## config.mk

```make
export PLATFORM = sky130hd
export DESIGN_NAME = queue_reader
export DESIGN_NICKNAME = d
export VERILOG_FILES = /design/src/rtl/queue_pkg.sv /design/src/rtl/queue_skid_buf.sv /design/src/rtl/queue_reader.sv
export SDC_FILE = /design/constraint.sdc
export NUM_CORES = 1
export LEC_CHECK = 0
export ABC_AREA = 1
export CAP_MARGIN = 15
export CORE_MARGIN = 2
export CORE_UTILIZATION = 50
export DETAILED_ROUTE_END_ITERATION = 7
export PLACE_DENSITY = 0.86
export SLEW_MARGIN = 40
export SYNTH_ARGS = -nofsm -noshare
export SYNTH_HDL_FRONTEND = slang
export SYNTH_SLANG_ARGS = --single-unit
```

## constraint.sdc

```tcl
create_clock -name clk -period 2.4 [get_ports clk]
set_input_delay 0.24 -clock clk [delete_from_list [all_inputs] [get_ports clk]]
set_output_delay 0.24 -clock clk [all_outputs]
set_load 0.01 [all_outputs]
```

## src/rtl/queue_pkg.sv

```systemverilog
// Shared constants for the queue reader: data width default and skid-buffer depth.
package queue_pkg;
    localparam int QR_DATA_W = 8;
    localparam int BUF_DEPTH = 2;
    localparam int CNT_W     = 16;
endpackage

```

## src/rtl/queue_skid_buf.sv

```systemverilog
// Two-entry in-order buffer between the upstream pop response and the downstream handshake.
module queue_skid_buf
    import queue_pkg::*;
#(
    parameter int DATA_W = QR_DATA_W
) (
    input  logic              clk,
    input  logic              rst,
    input  logic              push_i,
    input  logic [DATA_W-1:0] push_data_i,
    input  logic              pop_i,
    input  logic              flush_i,
    output logic [DATA_W-1:0] head_o,
    output logic [1:0]        occ_o
);
    logic [DATA_W-1:0] ent_q [BUF_DEPTH];
    logic [DATA_W-1:0] ent_d [BUF_DEPTH];
    logic [1:0]        occ_q, occ_d;
    logic [1:0]        wr_idx;

    // Entry 0 is always the head; a pop shifts entry 1 down, a push lands after the survivors.
    assign wr_idx = occ_q - {1'b0, pop_i};

    always_comb begin
        ent_d = ent_q;
        occ_d = occ_q;
        if (flush_i) begin
            occ_d = 2'd0;
        end else begin
            if (pop_i) ent_d[0] = ent_q[1];
            if (push_i) ent_d[wr_idx[0]] = push_data_i;
            occ_d = occ_q + {1'b0, push_i} - {1'b0, pop_i};
        end
    end

    always_ff @(posedge clk or posedge rst) begin
        if (rst) begin
            occ_q <= 2'd0;
            for (int i = 0; i < BUF_DEPTH; i++) ent_q[i] <= '0;
        end else begin
            occ_q <= occ_d;
            ent_q <= ent_d;
        end
    end

    assign head_o = (occ_q != 2'd0) ? ent_q[0] : '0;
    assign occ_o  = occ_q;

    a_no_overflow: assert property (@(posedge clk) disable iff (rst)
        !(push_i && !pop_i && !flush_i && occ_q == 2'(BUF_DEPTH)));
endmodule

```

## src/rtl/queue_reader.sv

```systemverilog
// Pops an upstream queue with one-cycle read latency and presents words on a valid/ready port.
module queue_reader
    import queue_pkg::*;
#(
    parameter int DATA_W = QR_DATA_W
) (
    input  logic              clk,
    input  logic              rst,
    input  logic              fifo_empty,
    output logic              fifo_rd,
    input  logic [DATA_W-1:0] fifo_data,
    input  logic              flush,
    output logic [DATA_W-1:0] out_data,
    output logic              out_valid,
    input  logic              out_ready,
    output logic [CNT_W-1:0]  rd_count
);
    logic             rd_pending_q;
    logic             armed_q;
    logic [CNT_W-1:0] rd_count_q, rd_count_d;
    logic [1:0]       occ;
    logic [2:0]       level;
    logic             pop, push;

    assign pop   = out_valid & out_ready & ~flush;
    assign push  = rd_pending_q & ~flush;
    assign level = 3'(occ) + 3'(rd_pending_q) - 3'(pop);

    // armed_q keeps fifo_rd low until the first edge after reset release.
    assign fifo_rd    = armed_q & ~fifo_empty & ~flush & (level < 3'(BUF_DEPTH));
    assign rd_count_d = rd_count_q + CNT_W'(pop);

    always_ff @(posedge clk or posedge rst) begin
        if (rst) begin
            armed_q      <= 1'b0;
            rd_pending_q <= 1'b0;
            rd_count_q   <= '0;
        end else begin
            armed_q      <= 1'b1;
            rd_pending_q <= fifo_rd;
            rd_count_q   <= rd_count_d;
        end
    end

    queue_skid_buf #(.DATA_W(DATA_W)) u_buf (
        .clk         (clk),
        .rst         (rst),
        .push_i      (push),
        .push_data_i (fifo_data),
        .pop_i       (pop),
        .flush_i     (flush),
        .head_o      (out_data),
        .occ_o       (occ)
    );

    assign out_valid = (occ != 2'd0);
    assign rd_count  = rd_count_q;
endmodule

```

# ---- Word-level counts from Yosys, hierarchy flattened
# Cells that the tools add are included.
dict set report word_totals {
  ff_bits 36
  input_bits 13
}
dict set report classes {
  add_sub_neg 6
  magnitude_cmp 3
  reduce_logical 3
  muxes 8
  bitwise_logic 9
}
# cell count
set op_table {}
lappend op_table {{$mux W8} 4}
lappend op_table {{$add A16 B1 Y16} 1}
lappend op_table {{$bwmux W16} 1}
lappend op_table {{$mux W16} 1}
lappend op_table {{$demux W8 S1} 1}
lappend op_table {{$and A1 B1 Y1} 6}
lappend op_table {{$add A2 B1 Y3} 1}
lappend op_table {{$lt A3 B2 Y1 const B} 1}
lappend op_table {{$sub A3 B1 Y3} 1}
lappend op_table {{$add A2 B1 Y2} 1}
lappend op_table {{$ge A2 B2 Y1 const B} 1}
lappend op_table {{$lt A2 B1 Y1 const B} 1}
lappend op_table {{$mux W2} 1}
lappend op_table {{$not A1 Y1} 2}
lappend op_table {{$not A1 Y2} 1}
lappend op_table {{$reduce_and A2 Y1} 1}
lappend op_table {{$reduce_bool A2 Y1} 1}
lappend op_table {{$sub A2 B1 Y2} 1}
lappend op_table {{$logic_and A1 B1 Y1} 1}
lappend op_table {{$sub A1 B1 Y1} 1}

# ---- Longest topological paths before layout
dict set report depth {
  depth_word 11
  mapped_depth 11
  mapped_depth_nobuf 11
}

# ---- By module
# Synthesis repeated with hierarchy kept, for this count alone.
dict set report unflattened {
  cells_unflattened 254
  area_unflattened_um2 2037.0
}
# module seq_area_each_um2 cells_per_inst n_inst area_per_inst_um2
set modules_own_cells {}
lappend modules_own_cells {queue_skid_buf 450.4 147 1 1082.3}
lappend modules_own_cells {queue_reader 450.4 107 1 954.7}

# ---- Least setup slack after synthesis
# No wires, ideal clock.
dict set report synth_path {
  path_type {reg2out}
  start {register u_buf.occ_q[1], in the netlist u_buf.occ_o[1]}
  end {output fifo_rd}
  stages_incl_launch_ff 11
  required_time_ps 2160
  arrival_ps 2163
  setup_slack_ps -3
  n_path_buf 0
  cell_sequence {dfrtp_1 > inv_1 > nand2_1 > nand2_2 > inv_1 > ha_1 > inv_1 > nand2_1 > fa_1 > nand2_1 > nor4_1}
}
dict set report synth_via {
  elab_chain_len 6
  elab_cells_between_ends 7
  cone_classes {add/sub: 2; order compare: 1; bitwise: 3; reduce/logical: 1}
}
# element line_no
set synth_rtl {}
lappend synth_rtl {{from (decl)} queue_skid_buf.sv:18} ;# logic [1:0] occ_q, occ_d;
lappend synth_rtl {{from (signal assigned)} queue_skid_buf.sv:38} ;# occ_q <= 2'd0;
lappend synth_rtl {{from (signal assigned)} queue_skid_buf.sv:41} ;# occ_q <= occ_d;
lappend synth_rtl {{$reduce_bool A2 Y1} queue_reader.sv:56} ;# assign out_valid = (occ != 2'd0);
lappend synth_rtl {{$and A1 B1 Y1 (2 in series)} queue_reader.sv:25} ;# assign pop = out_valid & out_ready & ~flush;
lappend synth_rtl {{$sub A3 B1 Y3 *} queue_reader.sv:27} ;# assign level = 3'(occ) + 3'(rd_pending_q) - 3'(pop);
lappend synth_rtl {{$lt A3 B2 Y1 *} queue_reader.sv:30} ;# assign fifo_rd = armed_q & ~fifo_empty & ~flush & (level < 3'(BUF_DEPTH));
lappend synth_rtl {{$and A1 B1 Y1 *} queue_reader.sv:30}
lappend synth_rtl {{to (decl)} queue_reader.sv:10} ;# output logic fifo_rd,
# Mark *: on every way between the ends. The rest lies on a longest branch, timed or not.

# ---- Final worst setup path
# Ends and elaborated chain as after synthesis.

==> metrics.txt <==
status finished with violations; failing checks negative setup slack; pre-CTS WS -0.607 ns; Worst Skew 0.00421 ns; worst path required time 2.16 ns; Detail Route Antenna Nets 0; Vias/cell 5.25; final net count 316; core area 0.00363 mm2; Synth area leaders dfrtp_1 48%, nand2_1 12%, inv_1 6.4%; synth warn 0; final core utilization 73.6%; Max Slew Vio Count 0; maximum fanout along the worst path 2; async set-reset flop share out of synthesis 100%; sequential share of the synthesized area 47.7%; CP max-delay cell fa_2; global-route wire length before repair 7790 um; EDFF count, synth 0; area leader, netlist dfrtp_1; fmax 394 MHz; row count 22; synthesis-to-finish area growth 41.5%; IO Pins 39; WP data arrival 2.30 ns; PD cells 625 mW/mm2; DR pass1 iterations 4; Die Span Y 65.5 um; # diodes 0; Synth Instances 232; worst skew pair latency 0.29 ns; die span in x 65.5 um; Static Leak 1.33 nW; post-detail-place hpwl 2950 um; unique cell type count in the Yosys netlist 22; number of DRC markers in iteration 0 148; Max stage delay on crit path 0.53 ns; TritonCTS clock tree done; CTS buffer count 5; final setup fails 1; Crit. End Element output port; Synth Cell Area 0.00189 mm2; antenna violations before repair 0; Sink Count 36; layout cells sized above 1 19.5%; Syn Nets 251; CTS root buf clkbuf_8; vias in the first global route 1761; max-cap viol count 0; Most used DFF post-synth dfrtp_1; hold crit path type input port to asynchronous set/reset pin; post-synth top area share 47.7%; critical path class flop to output port; commonest non-fill, non-tap cells in the layout 55 x nand2_1, 36 x dfrtp_1, 35 x clkdlybuf4s50_1; flops & latches, synth 36; largest net degree at the start of global routing 37; startpoint types flop; CP cell instances inv_2, nand2_2, nand2_2, inv_2, ha_4, inv_4, nand2_4, fa_2, nand2_2, nor4_4, buf_2; most common cell after layout, fill and taps aside nand2_1; grt ovf 0; Avg WL per Cell 14.5 um; H-tree depth 2; syn avg cell area 8.14 um2; gpl congestion 0.797; Max IR drop VDD 377 uV; Final period util 106%; Clock Pin Slew Worst Setup and Hold Paths 0.07 ns; Final Hold Viols 0; Total GRT Usage 24.1%; port bufs 38; Clock Tree Buf Depth 2; RSZ-0062 raised after global routing yes; Starting Density 52.0%; setup ws final -0.140 ns; via count 1810; DRC violations left 0; most used cell, CP nand2_2; Total Wirelength 4990 um; Die ar. 0.00429 mm2; min cycle time layout 2.54 ns
synthesized netlist by cell type (2+ instances only):
cell type / instances
mux2_2: 2
buf_2: 2
nand4_1: 2
inv_1: 32
dfrtp_1: 36
xnor2_1: 4
ha_1: 5
nand2_1: 58
a21oi_1: 12
xor2_1: 9
nor2_1: 32
nor2_2: 2
buf_4: 3
nand3_1: 22
nor2_4: 2
nand2_2: 3
power breakdown:
part           switching (mW)  total (mW)  internal (mW)  leakage, nW
sequential             0.0990       0.818          0.719        0.458
combinational           0.219       0.439          0.220        0.827
clock                   0.217       0.414          0.197       0.0410
total                   0.535        1.67           1.14         1.33
layout make-up:
cell class | instances | area, um2
Clock buffer | 6 | 72.6
Multi-Input combinational cell | 159 | 916
Timing Repair Buffer | 63 | 597
Clock inverter | 1 | 5.00
Inverter | 32 | 123
Fill cell | 275 | 960
Tap cell | 48 | 60.1
Sequential cell | 36 | 901
kinds of logic after synthesis:
kind of cell             after synthesis  share of synthesized area, %
adder cells (fa/ha/maj)                6                          4.37
other                                  1                         0.198
AND/OR/NAND/NOR                      125                          29.3
multiplexers                           2                          1.19
AO/OA/AOI/OAI                         12                          3.18
buffers and inverters                 37                          8.08
XOR/XNOR                              13                          6.03
flip-flops                            36                          47.7
critical path, delay by kind of cell, from the launching register on:
family / cells / cell delay, ns
buffers and inverters: 4 / 0.37
adders and majority gates: 2 / 0.75
and+or+nand+nor: 5 / 0.47
DFF: 1 / 0.41
final timing paths:
check	cells after the start	start	endpoint	slack (ns)
worst max-delay path	11	u_buf.occ_o[1]	fifo_rd	-0.14
worst max register to register	16	u_buf.occ_o[1]	flop	0
worst min register to register	1	rd_count[0]	rd_count[0]	0.51
min in group clk	1	rd_count[0]	rd_count[0]	0.51
max in group asynchronous	3	rst	u_buf.ent_q[9]	1.74
worst min-delay path	3	rst	rd_count[15]	0.34
per-stage QoR:
stage	std cells	setup TNS, ns	total power, mW	cell area (um2)	hold WS, ns
2_1_floorplan	232	0	1.01	1900	0.335
3_3_place_gp	325	-0.510	1.16	2390	0.484
3_5_place_dp	325	-0.607	1.18	2390	0.497
4_1_cts	346	-0.248	1.65	2640	0.349
5_1_grt	345	-0.335	1.76	2670	0.400
6_report	345	-0.140	1.67	2670	0.343
metal layers:
metal  wire length [um]  GRT usage [%]
met3                261           5.14
met2               2640           43.6
met4                165           10.9
met1               1920           27.1
met5                  0              0
repair_timing:
item | 4_1_cts | 5_1_grt
setup buffers | 14 | 3
pin swaps | 8 | 5
resized for setup | 26 | 9
cloned | 0 | 1
endpoints found under the setup margin | 1 | 18
hold buffers | 0 | 0
endpoints found under the hold margin | 0 | 0
Power figures use the tool's default switching activity.
